`src/rtl/tanh4_rr_scheduler.sv`:
```
// Round-robin arbiter in front of one shared 4-bit tanh lookup core.
// Each result is tagged with its requester id and queued in a 2-entry in-order FIFO.
module tanh4_rr_scheduler #(
  parameter int NREQ = 4,
  parameter int IDW  = 2
) (
  input  logic              clk,
  input  logic              rst,
  input  logic [NREQ-1:0]   req_valid,
  input  logic [4*NREQ-1:0] req_data,
  output logic [NREQ-1:0]   req_ready,
  output logic              out_valid,
  output logic [3:0]        out_data,
  output logic [IDW-1:0]    out_id,
  input  logic              out_ready
);

  logic [IDW-1:0] ptr_q, ptr_d;
  logic [1:0]     count_q, count_d;
  logic [3:0]     head_data_q, head_data_d, tail_data_q, tail_data_d;
  logic [IDW-1:0] head_id_q, head_id_d, tail_id_q, tail_id_d;

  logic [NREQ-1:0] rot;
  logic [IDW:0]    sum;
  logic            found;
  logic [IDW-1:0]  grant_id;
  logic [IDW-1:0]  next_ptr;
  logic [3:0]      core_in, core_out;
  logic            space, pop, push;

  // Rotate the valid vector so bit 0 is the requester at ptr.
  always_comb begin
    rot      = NREQ'({req_valid, req_valid} >> ptr_q);
    found    = 1'b0;
    grant_id = '0;
    sum      = '0;
    for (int k = 0; k < NREQ; k++) begin
      if (!found && rot[k]) begin
        found = 1'b1;
        sum   = {1'b0, ptr_q} + (IDW+1)'(k);
        if (sum >= (IDW+1)'(NREQ)) sum = sum - (IDW+1)'(NREQ);
        grant_id = sum[IDW-1:0];
      end
    end
  end

  always_comb begin
    core_in = '0;
    for (int i = 0; i < NREQ; i++) begin
      if (grant_id == IDW'(i)) core_in = req_data[4*i +: 4];
    end
  end

  // The single shared approximate-tanh core.
  always_comb begin
    core_out = '0;
    case (core_in)
      4'd0:  core_out = 4'd0;
      4'd1:  core_out = 4'd3;
      4'd2:  core_out = 4'd12;
      4'd3:  core_out = 4'd3;
      4'd4:  core_out = 4'd0;
      4'd5:  core_out = 4'd3;
      4'd6:  core_out = 4'd12;
      4'd7:  core_out = 4'd7;
      4'd8:  core_out = 4'd0;
      4'd9:  core_out = 4'd3;
      4'd10: core_out = 4'd12;
      4'd11: core_out = 4'd11;
      4'd12: core_out = 4'd4;
      4'd13: core_out = 4'd3;
      4'd14: core_out = 4'd12;
      4'd15: core_out = 4'd15;
      default: core_out = '0;
    endcase
  end

  assign out_valid = (count_q != 2'd0);
  assign out_data  = head_data_q;
  assign out_id    = head_id_q;
  assign pop       = out_valid && out_ready && !rst;
  assign space     = (count_q < 2'd2) || (out_valid && out_ready);
  assign push      = found && space && !rst;
  assign next_ptr  = (grant_id == IDW'(NREQ-1)) ? '0 : grant_id + 1'b1;

  always_comb begin
    req_ready = '0;
    for (int i = 0; i < NREQ; i++) begin
      req_ready[i] = push && (grant_id == IDW'(i));
    end
  end

  always_comb begin
    ptr_d       = ptr_q;
    count_d     = count_q + {1'b0, push} - {1'b0, pop};
    head_data_d = head_data_q;
    head_id_d   = head_id_q;
    tail_data_d = tail_data_q;
    tail_id_d   = tail_id_q;
    // With a single entry the head is left in place on pop, so it holds its last value.
    if (pop && count_q == 2'd2) begin
      head_data_d = tail_data_q;
      head_id_d   = tail_id_q;
    end
    if (push) begin
      ptr_d = next_ptr;
      if (count_q == 2'd0 || (count_q == 2'd1 && pop)) begin
        head_data_d = core_out;
        head_id_d   = grant_id;
      end else begin
        tail_data_d = core_out;
        tail_id_d   = grant_id;
      end
    end
  end

  always_ff @(posedge clk) begin
    if (rst) begin
      ptr_q       <= '0;
      count_q     <= '0;
      head_data_q <= '0;
      head_id_q   <= '0;
      tail_data_q <= '0;
      tail_id_q   <= '0;
    end else begin
      ptr_q       <= ptr_d;
      count_q     <= count_d;
      head_data_q <= head_data_d;
      head_id_q   <= head_id_d;
      tail_data_q <= tail_data_d;
      tail_id_q   <= tail_id_d;
    end
  end

endmodule

```
`config.mk`:
```
export PLATFORM = sky130hd
export DESIGN_NAME = tanh4_rr_scheduler
export DESIGN_NICKNAME = d
export VERILOG_FILES = /design/src/rtl/tanh4_rr_scheduler.sv
export SDC_FILE = /design/constraint.sdc
export NUM_CORES = 1
export LEC_CHECK = 0
export CORE_MARGIN = 2
export CORE_UTILIZATION = 48
export CTS_CLUSTER_SIZE = 30
export DETAILED_ROUTE_END_ITERATION = 6
export PLACE_DENSITY = 0.84
export SLEW_MARGIN = 20
export SYNTH_ARGS = -nofsm -noshare
export SYNTH_HDL_FRONTEND = slang
export SYNTH_SLANG_ARGS = --single-unit
```
`constraint.sdc`:
```
create_clock -name clk -period 3.94 [get_ports clk]
set_input_delay 0.788 -clock clk [delete_from_list [all_inputs] [get_ports clk]]
set_output_delay 0.788 -clock clk [all_outputs]
set_load 0.01 [all_outputs]
```
==> flow_summary.yaml, run 1 <==
run_status:
  outcome: "completed"
die:
  die_h_um: 49.7
  die_w_um: 49.7
  dieArea_um2: 2470
  initial_core_util_pct: 51.1
  core_um2: 1960
  rows: 16
  ios: 34
clock_network:
  cts_root_buffer: "clkbuf_4"
  clkLatencyLatePin_ps: 280
  cts.reportedPaths.clkPinSlew_ps: 90
  clock_sinks: 15
  cts_tree: "yes"
  cts_max_level: 1
  cts_made_buffers: 3
  ctsLongestPathBuffers: 2
  holdBufCountCts: 0
placed_design:
  place_hpwl_mm: 2.04
  place_area_um2: 1380
  gp_congestion: 0.886
  io_buffers: 33
drt:
  firstDrtPassIters: 4
  drt-total-wl_mm: 2.49
  via_count: 968
  post_drt_wl_per_cell_um: 13.6
  ant_nets: 0
  post_drt_via_cell_ratio: 5.29
  drc: 0
  drtIter0Drc: 15
synth:
  yosys.area_share.adder_pct: 7.49
  syn-num-nets: 146
  synth_compound_area_share_pct: 25.6
  ys_ff_latch: 15
  synth-simple-area-share_pct: 20.7
  synth_top_family_by_area: "compound AO/OA/AOI/OAI gates"
  syn_area_um2: 1000
  ys_types: 38
  avgSynthCellArea_um2: 8.57
  synthMuxAreaShare_pct: 8.61
  synthCells: 117
  ys_seq_area_share_pct: 30.0
  synth_flop_cell: "dfxtp_1"
  yosys_warnings: 0
  async_flop_share_pct: 0
  synth_xor_area_share_pct: 2.62
  synth_edf_count: 0
global_routing:
  antenna_found_initial: 0
  grt_pass1_wl_mm: 4.28
  gr-total-overflow: 0
  grt_pass1_vias: 963
  track_usage_pct: 22.2
  grt_max_degree: 14
timing:
  drv_slew: 0
  fmax_mhz: 265
  layout_min_cycle_time_ps: 3770
  final-setup-viol-count: 0
  slew_headroom_pct: 62.1
  holdWs_ps: 477
  hold_viol: 0
  min_period_over_period_pct: 95.7
  finClkSkew_ps: 2.96
  setup_tns_ps: 0
  rsz0062_at_grt: "no"
  worst_pin_slew_ps: 568
critical_path:
  worst_setup_path_start_kind: "primary input"
  end_kind: "primary output"
  r2r_cells: 10
  timing.rr.start: "ptr_q[1]$_SDFFE_PP0P_"
  r2r_end: "tail_data_q[2]$_SDFFE_PP0P_"
  crit_fanout: 5
  crit_type: "in -> out"
  r2r_setup_slack_ps: 1290
  required_ps: 3150
  arrival_ps: 2980
finish:
  drive_gt1_share_pct: 12.2
  final_area_um2: 1420
  nets: 186
  multi_input_area_um2: 654
  antenna_cells: 0
  nFillCells: 163
  regArea_um2: 300
  area_delta_synth_final_pct: 41.4
power:
  power_density_nw_per_um2: 501
  power_mw: 0.710
  ir_worst_vdd_v: 0.000420
  p_leak_nw: 0.565
worst_hold_path:
  hold_path_end: "out_data[0]$_SDFF_PP0_"
  hp-class: "reg -> reg"
  min_path_cells: 2
  worst_hold_startpoint: "out_data[0]$_SDFF_PP0_"
job:
  cap_violations: 0
## power by group
part           switching [mW]  leakage [nW]  internal [mW]
Combinational           0.201         0.424          0.199
Sequential             0.0346         0.123          0.189
Clock                  0.0492        0.0177         0.0377
## layer usage
layer  global-route usage (%)  vias to the layer above  routed length, um
met1                     27.1                      449               1180
met5                        0                        -                  0
li1                         -                      499                  -
met3                     4.24                        4                 68
met4                     6.94                        0                 31
met2                     38.9                       16               1210
## worst max-delay path, cell delays in order
cell and delay (ps):
clkdlybuf4s50_1 530, a21oi_1 190, o21ai_0 80, o2bb2a_1 370, ha_2 270, inv_1 90, nor2_1 120, clkdlybuf4s50_1 540
## final cells by class
type | instances | area share, %
Tap cell | 27 | 2.38
Sequential cell | 15 | 21.2
Timing Repair Buffer | 37 | 25.4
Inverter | 11 | 2.91
Multi-Input combinational cell | 89 | 46.2
Clock buffer | 3 | 1.59
Clock inverter | 1 | 0.353
## synthesized netlist by cell type, types with 3 or more instances
master,n,area (um2)
and2_1,3,18.8
a21oi_1,13,65.1
o211ai_1,3,22.5
o21ai_1,3,15.0
mux2i_1,6,60.1
inv_1,9,33.8
nor2_1,10,37.5
ha_1,6,75.1
nand2b_1,7,43.8
nand2_1,7,26.3
dfxtp_1,15,300
## metrics by stage
stage,setup slack [ps],util [%],cells
floorplan,1270,-,117
global placement,229,70.3,178
detailed placement,120,70.3,178
CTS,109,71.7,182
global route,29.1,72.3,183
finish,170,72.3,183
## registers in the layout, indices dropped and copies added (netlist names)
signal / count
out_data: 4
tail_data_q: 3
count_q: 2
out_id: 2
ptr_q: 2
tail_id_q: 2
## what timing repair did
| action | CTS | global route |
|---|---|---|
| setup buffers | 0 | 1 |
| setup endpoints to repair | 0 | 2 |
| gates resized for setup | 0 | 1 |
## logic make-up (layout without fill, tap and decap cells)
| kind of cell | count (synthesis) | after routing |
|---|---|---|
| mux | 8 | 8 |
| simple gates | 36 | 36 |
| flops | 15 | 15 |
| compound gates | 36 | 36 |
| fa+ha+maj | 6 | 6 |
| buf+inv | 13 | 52 |
| xor+xnor | 3 | 3 |
## how the worst max path moves through the flow
stage / startpoint / to / slack [ps] / cells past startpoint
global route: req_valid[0] / req_ready[3] / 30 / 8
floorplan: req_valid[2] / req_ready[3] / 1270 / 6
detailed placement: req_valid[0] / req_ready[3] / 120 / 8
global placement: req_valid[0] / req_ready[3] / 230 / 8
finish: req_valid[0] / req_ready[3] / 170 / 8
CTS: req_valid[0] / req_ready[3] / 110 / 8
## layout by cell type, fill, tap and decap left out, types with 2 or more instances in the layout
master           count
clkdlybuf4s50_1     33
dfxtp_1             15
a21oi_1             13
nor2_1              10
inv_1                9
nand2b_1             7
nand2_1              7
mux2i_1              6
ha_1                 5
buf_4                4
and2_1               3
o211ai_1             3
o21ai_1              3
clkbuf_4             3
o21ai_0              2
inv_2                2
nor2b_1              2
nor3_2               2
a22oi_1              2
o22ai_1              2
xor2_1               2
a211oi_1             2
Power figures use the tool's default switching activity.
==> run 2, diff against run 1 <==
- clock period: 3.94 -> 4.7 ns (I/O delays scaled with it)
==> run 2 against run 1 <==
Net effect:
- die area is the same
- worst hold slack got worse by 4.4 ps
- register-to-register slack improved by 620 ps
- global-route usage shrank 1.4 points
- first-iteration DRC count up 120%
- clock-buffer cell count is 1 higher
- non-clock buffer count fell by 3
- combinational power shrank 19%
- via count increased by 1.3%
- largest power group unchanged
- highest routed layer unchanged
==> flow_summary.yaml, run 2 (synthesized netlist as in run 1, its figures left out) <==
run_status:
  outcome: "completed"
timing:
  final-setup-viol-count: 0
  hold_viol: 0
  finClkSkew_ps: 7.65
  rsz0062_at_grt: "no"
  slew_headroom_pct: 61.9
  layout_min_cycle_time_ps: 4220
  drv_slew: 0
  fmax_mhz: 237
  worst_pin_slew_ps: 571
  min_period_over_period_pct: 89.9
  setup_tns_ps: 0
critical_path:
  worstSetupEndpoint: "req_ready[1]"
  r2r_cells: 10
  crit_type: "in -> out"
  arrival_ps: 3280
  crit_top_cell: "clkdlybuf4s50_1"
  r2r_end: "tail_data_q[2]$_SDFFE_PP0P_"
  max_stage_delay_ps: 530
  required_ps: 3760
  slowest_stage: "clkdlybuf4s50_1"
  crit_start: "req_valid[0]"
  timing.rr.start: "ptr_q[1]$_SDFFE_PP0P_"
  path_cells: "clkdlybuf4s50_1 -> mux2i_1 -> nor2_1 -> a311oi_2 -> ha_1 -> and2_1 -> clkdlybuf4s50_1"
  r2r_setup_slack_ps: 1910
  crit_fanout: 8
  worst_setup_path_start_kind: "primary input"
  end_kind: "primary output"
placed_design:
  io_buffers: 33
  place_area_um2: 1370
  gp_congestion: 0.827
  place_hpwl_mm: 2.06
drt:
  ant_nets: 0
  firstDrtPassIters: 4
  post_drt_via_cell_ratio: 5.45
  via_count: 981
  drtIter0Drc: 33
  drt-total-wl_mm: 2.48
  drc: 0
  post_drt_wl_per_cell_um: 13.8
clock_network:
  cts_made_buffers: 3
  post_cts_buffers: 0
  clkLatencyLatePin_ps: 280
  post_cts_resized: 0
  cts.reportedPaths.clkPinSlew_ps: 80
  cts_root_buffer: "clkbuf_4"
  ctsLongestPathBuffers: 2
  holdBufCountCts: 0
  cts_tree: "yes"
  cts_max_level: 1
  clock_sinks: 15
finish:
  antenna_cells: 0
  nets: 183
  drive_gt1_share_pct: 9.15
  area_delta_synth_final_pct: 38.8
  largest_register_ffs: 4
  final_cell_mix: "33 x clkdlybuf4s50_1, 15 x dfxtp_1, 13 x a21oi_1, 10 x nor2_1, 9 x inv_1"
  final_area_um2: 1390
  final_common_cell: "clkdlybuf4s50_1"
power:
  p_leak_nw: 0.549
  p_comb_share_pct: 55.2
  ir_worst_vdd_v: 0.000326
  clock_power_share_pct: 12.7
  switchingPower_mw: 0.238
  power_density_nw_per_um2: 421
  p_sw_share_pct: 40.6
  p_int_mw: 0.348
  power_frac_seq_pct: 32.1
job:
  cap_violations: 0
worst_hold_path:
  worst_hold_startpoint: "out_data[0]$_SDFF_PP0_"
  hp-class: "reg -> reg"
global_routing:
  grt_pass1_wl_mm: 4.04
  grt_pass1_vias: 931
  antenna_found_initial: 0
  grt_max_degree: 14
  gr-total-overflow: 0
  track_usage_pct: 20.8
die:
  rows: 16
  dieArea_um2: 2470
  die_w_um: 49.7
  ios: 34
  initial_core_util_pct: 51.1
  core_um2: 1960
  die_h_um: 49.7
==> run 2: layout make-up <==
class                           instances  area, um2
Clock buffer                            4       26.3
Sequential cell                        15        300
Tap cell                               27       33.8
Fill cell                             177        571
Timing Repair Buffer                   34        338
Inverter                               11       41.3
Multi-Input combinational cell         89        652
==> run 2: critical path, delay by kind of cell <==
family          cells  cell delay (ps)
compound gates      1              470
fa+ha+maj           1              390
buf+inv             2             1060
mux                 1              190
simple gates        2              230
==> run 2: metrics by stage <==
| step | util (%) | hold WS, ps | power (mW) | setup WS, ps | std cells |
|---|---|---|---|---|---|
| final | 70.9 | 473 | 0.586 | 477 | 180 |
| after global routing | 70.9 | 510 | 0.628 | 336 | 180 |
| after CTS | 70.9 | 476 | 0.587 | 476 | 180 |
| after detailed placement | 69.6 | 461 | 0.512 | 477 | 176 |
| after global placement | 69.6 | 456 | 0.498 | 586 | 176 |
| after floorplan | - | 448 | 0.394 | 1720 | 117 |
==> run 2: power by group through the flow <==
stage,sequential (mW),combinational [mW],clock (mW)
after floorplan,0.186,0.208,0
after global placement,0.188,0.310,0
after detailed placement,0.191,0.321,0
after CTS,0.188,0.324,0.0755
after global routing,0.192,0.354,0.0810
final,0.188,0.323,0.0745
==> run 2: worst min path at each step <==
stage,slack [ps],endpoint,depth (start not counted)
3_3_place_gp,460,out_data[1]$_SDFF_PP0_,2
2_1_floorplan,450,tail_data_q[3]$_SDFFE_PP0P_,2
4_1_cts,480,out_data[0]$_SDFF_PP0_,2
3_5_place_dp,460,out_data[0]$_SDFF_PP0_,2
6_report,470,out_data[0]$_SDFF_PP0_,2
5_1_grt,510,out_data[1]$_SDFF_PP0_,2
==> run 2: routing by layer <==
layer  vias up  global-route usage [%]  routed length, um
met1       463                    25.8               1120
met3         6                    3.33                 74
li1        491                       -                  -
met5         -                       0                  0
met4         0                    6.94                 36
met2        21                    36.4               1260
==> run 3, diff against run 2 <==
- clock period: 4.7 -> 4.95 ns (I/O delays scaled with it)
==> run 3 against run 2 <==
Net effect:
- cell count rose by 0.56%
- flip-flop and latch count is the same
- power is 4.3% lower
- sequential power decreased by 5%
- via count fell by 0.41%
- clock skew down 2.8 ps
- critical path depth unchanged
- clock power decreased by 2%
- die area did not move
- highest routed layer unchanged
- wire length grew 2.9%
==> flow_summary.yaml, run 3 (synthesized netlist as in run 1, its figures left out) <==
drt:
  drtIter0Drc: 10
  firstDrtPassIters: 4
  via_count: 977
  post_drt_wl_per_cell_um: 14.1
  ant_nets: 0
  drt-total-wl_mm: 2.55
  drc: 0
  post_drt_via_cell_ratio: 5.40
clock_network:
  ctsLongestPathBuffers: 2
  cts.reportedPaths.clkPinSlew_ps: 100
  cts_root_buffer: "clkbuf_4"
  holdBufCountCts: 0
  cts_made_buffers: 3
  clock_sinks: 15
  post_cts_resized: 0
  cts_tree: "yes"
  post_cts_buffers: 0
  cts_max_level: 1
  clkLatencyLatePin_ps: 290
power:
  p_int_mw: 0.331
  p_comb_share_pct: 55.0
  p_sw_share_pct: 41.0
  p_leak_nw: 0.556
  switchingPower_mw: 0.230
  power_mw: 0.561
  ir_worst_vdd_v: 0.000260
  power_frac_seq_pct: 31.9
  clock_power_share_pct: 13.1
  power_density_nw_per_um2: 401
die:
  initial_core_util_pct: 51.1
  die_w_um: 49.7
  rows: 16
  ios: 34
  dieArea_um2: 2470
  die_h_um: 49.7
  core_um2: 1960
critical_path:
  timing.rr.start: "ptr_q[1]$_SDFFE_PP0P_"
  worst_setup_path_start_kind: "primary input"
  required_ps: 3960
  arrival_ps: 3350
  crit_fanout: 8
  r2r_setup_slack_ps: 2190
  r2r_end: "tail_data_q[2]$_SDFFE_PP0P_"
  end_kind: "primary output"
  r2r_cells: 10
  crit_type: "in -> out"
finish:
  nets: 184
  drive_gt1_share_pct: 10.4
  final_cell_mix: "33 x clkdlybuf4s50_1, 15 x dfxtp_1, 13 x a21oi_1, 10 x nor2_1, 9 x inv_1"
  area_delta_synth_final_pct: 39.7
  largest_register_ffs: 4
  final_common_cell: "clkdlybuf4s50_1"
  antenna_cells: 0
timing:
  setup_tns_ps: 0
  hold_viol: 0
  min_period_over_period_pct: 87.6
  finClkSkew_ps: 4.81
  rsz0062_at_grt: "no"
  fmax_mhz: 231
  layout_min_cycle_time_ps: 4340
  drv_slew: 0
  worst_pin_slew_ps: 559
  setup_slack_ps: 614
  final-setup-viol-count: 0
  slew_headroom_pct: 62.6
global_routing:
  gr-total-overflow: 0
  antenna_found_initial: 0
  grt_max_degree: 15
  grt_pass1_wl_mm: 4.26
  grt_pass1_vias: 999
  track_usage_pct: 22.3
placed_design:
  place_hpwl_mm: 2.04
  pre_cts_ws_ps: 636
  io_buffers: 33
  gp_congestion: 0.857
worst_hold_path:
  hold_path_end: "out_data[0]$_SDFF_PP0_"
  min_path_cells: 2
  worst_hold_startpoint: "out_data[0]$_SDFF_PP0_"
  hp-class: "reg -> reg"
run_status:
  outcome: "completed"
job:
  cap_violations: 0
==> run 3: changes by cell type in the layout (fill, tap and decap cells not counted), sizes merged <==
cell	change
clkinv	+1
buf	+1
clkbuf	-1
==> run 3: routing by layer <==
layer | vias to the layer above | routed length [um] | track usage, %
li1 | 488 | - | -
met1 | 467 | 1160 | 26.6
met2 | 16 | 1300 | 39.3
met3 | 6 | 60 | 3.94
met4 | 0 | 37 | 8.33
met5 | - | 0 | 0
==> run 3: cell type report <==
cell class | count | area, um2
Sequential cell | 15 | 300
Fill cell | 173 | 562
Timing Repair Buffer | 35 | 345
Clock buffer | 3 | 22.5
Inverter | 11 | 41.3
Multi-Input combinational cell | 89 | 652
Tap cell | 27 | 33.8
Clock inverter | 1 | 5.00
==> run 3: power groups by stage <==
stage	Sequential, mW	Combinational (mW)	Clock (mW)
4_1_cts	0.178	0.308	0.0735
2_1_floorplan	0.177	0.197	0
3_3_place_gp	0.178	0.297	0
6_report	0.179	0.309	0.0732
5_1_grt	0.182	0.337	0.0798
3_5_place_dp	0.181	0.305	0
==> run 3: per-stage QoR <==
step | instance area, um2 | instances | hold slack [ps] | util, %
floorplan | 1000 | 117 | 448 | -
global placement | 1370 | 177 | 457 | 70.0
detailed placement | 1370 | 177 | 466 | 70.0
CTS | 1400 | 181 | 479 | 71.4
global route | 1400 | 181 | 502 | 71.4
finish | 1400 | 181 | 478 | 71.4
==> run 3: worst max-delay path by stage <==
stage / start / end / slack (ps) / cells after the start
global route: req_valid[0] / req_ready[3] / 430 / 8
detailed placement: req_valid[0] / req_ready[3] / 640 / 8
global placement: req_valid[0] / req_ready[3] / 720 / 8
finish: req_valid[0] / req_ready[1] / 610 / 7
CTS: req_valid[0] / req_ready[3] / 620 / 8
floorplan: req_valid[2] / req_ready[3] / 1870 / 6
==> run 3: critical path, stage by stage <==
cell and delay, ps:
clkdlybuf4s50_1 520, mux2i_1 190, nor2_1 70, a311oi_2 480, ha_1 390, and2_1 170
clkdlybuf4s50_1 530
